### config.mk
export PLATFORM = sky130hd
export DESIGN_NAME = uart_loopback_fifo
export DESIGN_NICKNAME = d
export VERILOG_FILES = /design/src/rtl/uart_loopback_fifo.sv
export SDC_FILE = /design/constraint.sdc
export NUM_CORES = 1
export LEC_CHECK = 0
export CORE_MARGIN = 2
export CORE_UTILIZATION = 45
export CTS_CLUSTER_SIZE = 28
export DETAILED_ROUTE_END_ITERATION = 10
export PLACE_DENSITY_LB_ADDON = 0.08
export SETUP_SLACK_MARGIN = 0.05
export SLEW_MARGIN = 5
export SYNTH_ARGS = -nofsm -noshare
export SYNTH_HDL_FRONTEND = slang
export SYNTH_SLANG_ARGS = --single-unit
### constraint.sdc
create_clock -name clock -period 4.64 [get_ports clock]
set_input_delay 0.696 -clock clock [delete_from_list [all_inputs] [get_ports clock]]
set_output_delay 0.696 -clock clock [all_outputs]
set_load 0.02 [all_outputs]
### src/rtl/uart_loopback_fifo.sv
// Buffered UART echo: rx bytes queue in a FIFO and are re-sent (optional CR->CR LF, or sink-only).
// Latency rx->tx write 2 clocks; stalls on tx_ready_i, drops on full FIFO with sticky overflow_o.
module uart_loopback_fifo #(
    parameter int DEPTH_LOG2     = 4,
    parameter int STRETCH_CYCLES = 600000,
    parameter int COUNT_WIDTH    = 16
) (
    input  logic                   clock,
    input  logic                   reset,
    input  logic [7:0]             rx_data_i,
    input  logic                   rx_valid_i,
    output logic [7:0]             tx_data_o,
    output logic                   tx_write_o,
    input  logic                   tx_ready_i,
    input  logic [1:0]             mode_i,
    output logic                   led_rx_o,
    output logic                   led_tx_o,
    output logic                   overflow_o,
    output logic [COUNT_WIDTH-1:0] rx_count_o
);
    localparam int DEPTH = 1 << DEPTH_LOG2;
    localparam int LED_W = $clog2(STRETCH_CYCLES + 1);

    localparam logic [DEPTH_LOG2:0]   OCC_FULL  = (DEPTH_LOG2 + 1)'(DEPTH);
    localparam logic [DEPTH_LOG2:0]   OCC_ONE   = (DEPTH_LOG2 + 1)'(1);
    localparam logic [DEPTH_LOG2-1:0] PTR_ONE   = DEPTH_LOG2'(1);
    localparam logic [COUNT_WIDTH-1:0] CNT_ONE  = COUNT_WIDTH'(1);
    localparam logic [LED_W-1:0]      LED_LOAD  = LED_W'(STRETCH_CYCLES);
    localparam logic [LED_W-1:0]      LED_ONE   = LED_W'(1);

    typedef enum logic [1:0] {
        S_IDLE    = 2'd0,
        S_HOLD    = 2'd1,
        S_LF_WAIT = 2'd2
    } state_t;

    logic [7:0]             r_mem [DEPTH];
    logic [DEPTH_LOG2-1:0]  r_wr_ptr;
    logic [DEPTH_LOG2-1:0]  r_rd_ptr;
    logic [DEPTH_LOG2:0]    r_occ;
    state_t                 r_state;
    logic                   r_lf_pend;
    logic [7:0]             r_tx_data;
    logic                   r_tx_write;
    logic                   r_overflow;
    logic [COUNT_WIDTH-1:0] r_rx_count;
    logic [LED_W-1:0]       r_led_rx_cnt;
    logic [LED_W-1:0]       r_led_tx_cnt;

    logic       w_full;
    logic       w_empty;
    logic       w_sink;
    logic       w_push;
    logic       w_drop;
    logic       w_pop;
    logic [7:0] w_head;

    assign w_full  = (r_occ == OCC_FULL);
    assign w_empty = (r_occ == '0);
    assign w_sink  = (mode_i == 2'd2);
    assign w_push  = rx_valid_i && !w_sink && !w_full;
    assign w_drop  = rx_valid_i && !w_sink && w_full;
    assign w_pop   = (r_state == S_IDLE) && !w_empty && tx_ready_i;
    assign w_head  = r_mem[r_rd_ptr];

    always_ff @(posedge clock) begin
        if (!reset && w_push) begin
            r_mem[r_wr_ptr] <= rx_data_i;
        end
    end

    // Full is judged on the start-of-cycle occupancy, so a same-cycle pop never rescues a push.
    always_ff @(posedge clock) begin
        if (reset) begin
            r_wr_ptr <= '0;
            r_rd_ptr <= '0;
            r_occ    <= '0;
        end else begin
            if (w_push) begin
                r_wr_ptr <= r_wr_ptr + PTR_ONE;
            end
            if (w_pop) begin
                r_rd_ptr <= r_rd_ptr + PTR_ONE;
            end
            if (w_push && !w_pop) begin
                r_occ <= r_occ + OCC_ONE;
            end else if (w_pop && !w_push) begin
                r_occ <= r_occ - OCC_ONE;
            end
        end
    end

    always_ff @(posedge clock) begin
        if (reset) begin
            r_overflow <= 1'b0;
            r_rx_count <= '0;
        end else begin
            if (w_drop) begin
                r_overflow <= 1'b1;
            end
            if (rx_valid_i) begin
                r_rx_count <= r_rx_count + CNT_ONE;
            end
        end
    end

    // HOLD masks tx_ready_i for one cycle while the transmitter reacts to the last write.
    always_ff @(posedge clock) begin
        if (reset) begin
            r_state    <= S_IDLE;
            r_lf_pend  <= 1'b0;
            r_tx_data  <= 8'h00;
            r_tx_write <= 1'b0;
        end else begin
            r_tx_write <= 1'b0;
            unique case (r_state)
                S_IDLE: begin
                    if (w_pop) begin
                        r_tx_data  <= w_head;
                        r_tx_write <= 1'b1;
                        r_lf_pend  <= (mode_i == 2'd1) && (w_head == 8'h0D);
                        r_state    <= S_HOLD;
                    end
                end
                S_HOLD: begin
                    r_state <= r_lf_pend ? S_LF_WAIT : S_IDLE;
                end
                S_LF_WAIT: begin
                    if (tx_ready_i) begin
                        r_tx_data  <= 8'h0A;
                        r_tx_write <= 1'b1;
                        r_lf_pend  <= 1'b0;
                        r_state    <= S_HOLD;
                    end
                end
                default: begin
                    r_state <= S_IDLE;
                end
            endcase
        end
    end

    always_ff @(posedge clock) begin
        if (reset) begin
            r_led_rx_cnt <= '0;
        end else if (rx_valid_i) begin
            r_led_rx_cnt <= LED_LOAD;
        end else if (r_led_rx_cnt != '0) begin
            r_led_rx_cnt <= r_led_rx_cnt - LED_ONE;
        end
    end

    always_ff @(posedge clock) begin
        if (reset) begin
            r_led_tx_cnt <= '0;
        end else if (r_tx_write) begin
            r_led_tx_cnt <= LED_LOAD;
        end else if (r_led_tx_cnt != '0) begin
            r_led_tx_cnt <= r_led_tx_cnt - LED_ONE;
        end
    end

    assign tx_data_o  = r_tx_data;
    assign tx_write_o = r_tx_write;
    assign overflow_o = r_overflow;
    assign rx_count_o = r_rx_count;
    assign led_rx_o   = (r_led_rx_cnt != '0);
    assign led_tx_o   = (r_led_tx_cnt != '0);

endmodule

==> flow_metrics.py, run 1 <==
metrics = {
    "power": {
        "power_density_nw_per_um2": 515,
        "peakVddDrop_uv": 280,
        "power_mw": 5.34,
        "p_leak_nw": 3.46,
    },
    "run_status": {
        "status": "completed",
    },
    "synth": {
        "synth-seq-cells": 214,
        "syn_nets": 721,
        "seq_area_frac_synth_pct": 62.2,
        "netlist_instances": 692,
        "yosysTopAreaCell": "edfxtp_1",
        "ys_async_sr_fraction_pct": 0,
        "synth_commonest_cells": "128 x edfxtp_1, 86 x dfxtp_1, 83 x nor2_1, 32 x mux4_2, 29 x nand2_1",
        "synth_warnings": 0,
        "synth-edff-count": 128,
        "synthDominantCellAreaShare_pct": 43.0,
        "synthFlopType": "edfxtp_1",
        "yosysMostFrequentCell": "edfxtp_1",
        "syn_avg_cell_area_um2": 12.9,
        "synth_area_leaders": "edfxtp_1 43%, dfxtp_1 19%, mux4_2 8.1%",
        "synth_cell_types": 57,
        "syn_area_um2": 8940,
    },
    "routing": {
        "route.vias.total": 5646,
        "drt_iter0_markers": 353,
        "firstDrtPassIters": 5,
        "drc": 0,
        "finalWirelength_mm": 18.8,
        "vias_per_cell": 5.54,
        "wire_per_inst_um": 18.5,
        "postRouteAntennaNets": 0,
    },
    "setup_path": {
        "worst_ep_required_time_ns": 3.94,
        "end_kind": "primary output",
        "crit_arrival_ns": 3.37,
        "worstSetupPathType": "flop to primary output",
        "crit_fanout": 8,
        "critPathLaunchType": "flop",
        "startpoint": "r_led_rx_cnt[12]$_SDFFE_PP0P_",
        "r2r-start": "r_occ[0]$_SDFFE_PP0P_",
        "ff2ff_path_depth": 12,
    },
    "cts": {
        "cts_num_sinks": 214,
        "htreeDepth": 1,
        "worstSkewPairLatency_ns": 0.51,
        "cts.repair.resized": 0,
        "clock_path_buffers": 3,
        "ctsHoldBuffers": 0,
        "cts_buffers": 24,
        "cts_setup_buffers": 0,
        "cts_tree": "built",
        "clkTransAtPathRegs_ns": 0.06,
        "root_buffer": "clkbuf_16",
    },
    "timing": {
        "relSlewSlack_pct": 35.7,
        "finalMaxSlewViolations": 0,
        "period_share_pct": 87.6,
        "rsz0062_at_grt": "no",
        "setup_violations": 0,
        "fmax_mhz": 246,
        "final.setup.tns_ns": 0,
        "setup_ws_ns": 0.577,
        "post-route-min-period_ns": 4.06,
        "hold_viol": 0,
        "fin_skew_ns": 0.0115,
        "worst_slew_pin_slew_ns": 0.951,
    },
    "global_route": {
        "grt_max_degree": 59,
        "grt_pass1_wl_mm": 30.4,
        "grt_usage_pct": 18.1,
        "grt_pass1_vias": 5555,
        "antenna_found_initial": 0,
        "gr-total-overflow": 0,
    },
    "die": {
        "fp.dieW_um": 145,
        "io_pins": 42,
        "core.rowCount": 51,
        "die_area_um2": 21000,
        "initial_core_util_pct": 46.0,
        "core_area_um2": 19500,
        "chipHeight_um": 145,
    },
    "placed_design": {
        "gp_congestion": 0.829,
        "dp.cells": 979,
        "io_buffers": 41,
        "place_ws_ns": 0.866,
        "dp_hpwl_mm": 13.0,
    },
    "layout": {
        "stdcell_count": 1020,
        "drive_above_1_share_pct": 11.8,
        "syn_to_final_growth_pct": 16.0,
        "nets": 769,
        "diodes": 0,
        "utilization_pct": 53.3,
    },
    "hold_path": {
        "holdCritPathClass": "flop to flop",
        "whs_path_depth": 2,
        "min-delay-start": "tx_data_o[0]$_SDFFE_PP0P_",
    },
    "flow_run": {
        "maxCapViolCount": 0,
    },
}
[metrics by stage]
stage	instance area [um^2]	hold slack (ns)
final	10400	0.473
after detailed placement	9650	0.463
after CTS	10400	0.472
after floorplan	8940	0.444
after global routing	10400	0.502
after global placement	9650	0.453
[area by class of cell]
cell class / count / area, um^2
Multi-Input combinational cell: 418 / 3150
Timing Repair Buffer: 55 / 510
Sequential cell: 214 / 5570
Inverter: 27 / 101
Clock buffer: 32 / 641
Fill cell: 1614 / 9090
Clock inverter: 9 / 78.8
Tap cell: 265 / 332
[cells by family (layout without fill, tap and decap cells)]
group | after synthesis | in the layout | synth area share [%]
buffers and inverters | 60 | 123 | 2.60
AOI/OAI and AO/OA | 86 | 86 | 6.24
muxes | 44 | 44 | 9.42
DFF | 214 | 214 | 62.2
and+or+nand+nor | 230 | 230 | 13.1
xor gates and xnor gates | 43 | 43 | 4.21
adders and majority gates | 15 | 15 | 2.18
[placed cells by master, fill, tap and decap left out, drive strengths merged, types with 7 or more instances in the layout]
| cell | Yosys | final |
|---|---|---|
| mux4 | 32 | 32 |
| dfxtp | 86 | 86 |
| nor2 | 83 | 83 |
| nand3 | 21 | 21 |
| o211ai | 7 | 7 |
| or4 | 8 | 8 |
| nand2 | 29 | 29 |
| clkbuf | 23 | 32 |
| xor2 | 21 | 21 |
| or3 | 12 | 12 |
| clkinv | 2 | 9 |
| mux2i | 11 | 11 |
| inv | 25 | 25 |
| a21oi | 25 | 25 |
| clkdlybuf4s50 | 0 | 40 |
| edfxtp | 128 | 128 |
| ha | 14 | 14 |
| o21ai | 13 | 13 |
| nor4 | 15 | 15 |
| a22oi | 9 | 9 |
| nor3 | 21 | 21 |
| buf | 10 | 15 |
| xnor2 | 22 | 22 |
| nand4 | 9 | 9 |
[power by group]
| part | leakage, nW | internal, mW | switching, mW | total (mW) |
|---|---|---|---|---|
| clock network | 0.346 | 1.02 | 0.704 | 1.72 |
| logic | 1.25 | 0.568 | 0.702 | 1.27 |
| registers | 1.86 | 2.17 | 0.172 | 2.34 |
| total | 3.46 | 3.76 | 1.58 | 5.34 |
[final timing paths]
kind                                    end  slack (ns)
setup / recovery                   led_rx_o        0.58
hold reg to reg   tx_data_o[0]$_SDFFE_PP0P_        0.47
hold / removal    tx_data_o[0]$_SDFFE_PP0P_        0.47
setup reg to reg      r_occ[4]$_SDFFE_PP0P_        1.44
[layer usage]
| metal | vias up | share of wire [%] | global-route usage [%] |
|---|---|---|---|
| li1 | 2703 | - | - |
| met1 | 2797 | 46 | 24.7 |
| met3 | 22 | 4.2 | 3.33 |
| met2 | 124 | 48 | 30.0 |
| met4 | 0 | 1.8 | 4.36 |
| met5 | - | 0 | 0 |
[critical path: stages (launching register included)]
cell and delay (ns):
dfxtp_1 0.36, or4_2 0.74, nor4_2 0.57, and3_1 0.34, clkinv_1 0.25, clkdlybuf4s50_1 0.61
[flip-flops by register name, indices dropped and copies added (netlist names), 2 cells and up, named ones only]
name	cells
rx_count_o	16
r_rd_ptr	4
r_mem	128
r_wr_ptr	4
r_state	2
r_occ	5
r_led_rx_cnt	20
r_led_tx_cnt	20
tx_data_o	8
No activity file was read; power rests on OpenSTA's default activity.
==> inputs of run 2 (changes only) <==
- clock period: 4.64 -> 5.17 ns (I/O delays scaled with it)
==> flow_metrics.py, run 2 (same netlist as run 1, synthesis figures left out) <==
metrics = {
    "global_route": {
        "grt_pass1_vias": 5625,
        "gr-total-overflow": 0,
        "grt_pass1_wl_mm": 29.8,
        "grt_max_degree": 59,
        "antenna_found_initial": 0,
        "grt_usage_pct": 17.9,
    },
    "setup_path": {
        "worst_ep_required_time_ns": 4.39,
        "worstSetupPathType": "flop to primary output",
        "end_kind": "primary output",
        "crit_fanout": 8,
        "reg2reg_slack_ns": 1.99,
        "crit_arrival_ns": 3.33,
        "critPathLaunchType": "flop",
    },
    "layout": {
        "nets": 766,
        "regMostFlops": "r_mem",
        "final_common_cell": "edfxtp_1",
        "diodes": 0,
        "drive_above_1_share_pct": 11.8,
        "syn_to_final_growth_pct": 16.5,
        "largest_reg_flops": 128,
        "final_cell_mix": "128 x edfxtp_1, 86 x dfxtp_1, 83 x nor2_1",
        "fillers": 1640,
        "reg_top3": "r_mem x128, r_led_rx_cnt x20, r_led_tx_cnt x20",
    },
    "power": {
        "peakVddDrop_uv": 243,
        "p_int_mw": 3.46,
        "power_density_nw_per_um2": 471,
        "p_leak_nw": 3.48,
        "switching_share_pct": 29.5,
        "pwr-share-comb_pct": 23.0,
        "power_mw": 4.90,
        "p_sw_mw": 1.45,
        "p_seq_share_pct": 42.9,
        "clockPowerShare_pct": 34.1,
    },
    "cts": {
        "cts_buffers": 24,
        "ctsHoldBuffers": 0,
        "worstSkewPairLatency_ns": 0.53,
        "clock_path_buffers": 3,
        "root_buffer": "clkbuf_16",
        "cts_tree": "built",
        "cts_setup_buffers": 0,
        "cts_num_sinks": 214,
        "htreeDepth": 1,
        "clkTransAtPathRegs_ns": 0.06,
        "cts.repair.resized": 0,
    },
    "die": {
        "io_pins": 42,
        "die_area_um2": 21000,
        "fp.dieW_um": 145,
        "initial_core_util_pct": 46.0,
        "core_area_um2": 19500,
        "core.rowCount": 51,
        "chipHeight_um": 145,
    },
    "routing": {
        "dr_wl_met2_mm": 9.24,
        "postRouteAntennaNets": 0,
        "drt_iter0_markers": 375,
        "top_layer_used": "met4",
        "wl_met3_um": 842,
        "finalWirelength_mm": 18.8,
        "vias_per_cell": 5.49,
        "route.vias.total": 5597,
        "firstDrtPassIters": 5,
        "drc": 0,
        "wl_met1_mm": 8.25,
        "wire_per_inst_um": 18.4,
    },
    "placed_design": {
        "gp_congestion": 0.801,
        "io_buffers": 41,
        "dp_hpwl_mm": 12.7,
        "place_ws_ns": 1.31,
    },
    "timing": {
        "relSlewSlack_pct": 24.2,
        "period_share_pct": 79.5,
        "final.setup.tns_ns": 0,
        "fin_skew_ns": 0.0191,
        "worst_slew_pin_slew_ns": 1.13,
        "post-route-min-period_ns": 4.11,
        "fmax_mhz": 243,
        "rsz0062_at_grt": "no",
        "finalMaxSlewViolations": 0,
        "setup_violations": 0,
        "setup_ws_ns": 1.06,
        "hold_viol": 0,
    },
    "hold_path": {
        "holdCritPathClass": "flop to flop",
    },
    "run_status": {
        "status": "completed",
    },
    "flow_run": {
        "maxCapViolCount": 0,
    },
}
[run 2: metrics by stage]
| step | hold slack [ns] | cell area, um^2 | util, % | std cells |
|---|---|---|---|---|
| after detailed placement | 0.464 | 9630 | 49.5 | 976 |
| after global placement | 0.445 | 9630 | 49.5 | 976 |
| final | 0.473 | 10400 | 53.5 | 1020 |
| after global routing | 0.499 | 10400 | 53.5 | 1020 |
| after floorplan | 0.444 | 8940 | - | 692 |
| after CTS | 0.476 | 10400 | 53.5 | 1020 |
[run 2: path summary, 6_finish.rpt]
| check | startpoint | endpoint | depth (start not counted) |
|---|---|---|---|
| max | r_led_rx_cnt[12]$_SDFFE_PP0P_ | led_rx_o | 5 |
| min reg2reg | tx_data_o[1]$_SDFFE_PP0P_ | tx_data_o[1]$_SDFFE_PP0P_ | 2 |
| min | tx_data_o[1]$_SDFFE_PP0P_ | tx_data_o[1]$_SDFFE_PP0P_ | 2 |
| max reg2reg | r_occ[0]$_SDFFE_PP0P_ | r_occ[4]$_SDFFE_PP0P_ | 12 |
[run 2: cell type report]
cell class | count | area (um^2) | share of cell area [%]
clock buffers | 34 | 668 | 6.41
clock inverters | 10 | 120 | 1.15
inverters | 27 | 101 | 0.973
multi-input cells | 418 | 3150 | 30.2
flip-flops and latches | 214 | 5570 | 53.4
well taps | 265 | 332 | 3.18
repair buffers | 52 | 488 | 4.68
[run 2: per-layer routing]
metal	global-route usage (%)	up-vias
met5	0	-
met4	5.20	0
met3	3.08	31
met2	31.3	139
met1	23.0	2742
li1	-	2685
[run 2: worst max-delay path, stage by stage (launching register included)]
cell and delay, ns:
dfxtp_1 0.35, or4_2 0.73, nor4_2 0.55, and3_1 0.33
clkinv_1 0.25, clkdlybuf4s50_1 0.61
[run 2: power by group through the flow]
stage	Clock, mW	Sequential (mW)	Combinational (mW)
6_report	1.67	2.10	1.13
3_5_place_dp	0	2.14	1.13
3_3_place_gp	0	2.13	1.10
2_1_floorplan	0	2.10	0.853
4_1_cts	1.70	2.11	1.13
5_1_grt	1.78	2.13	1.25
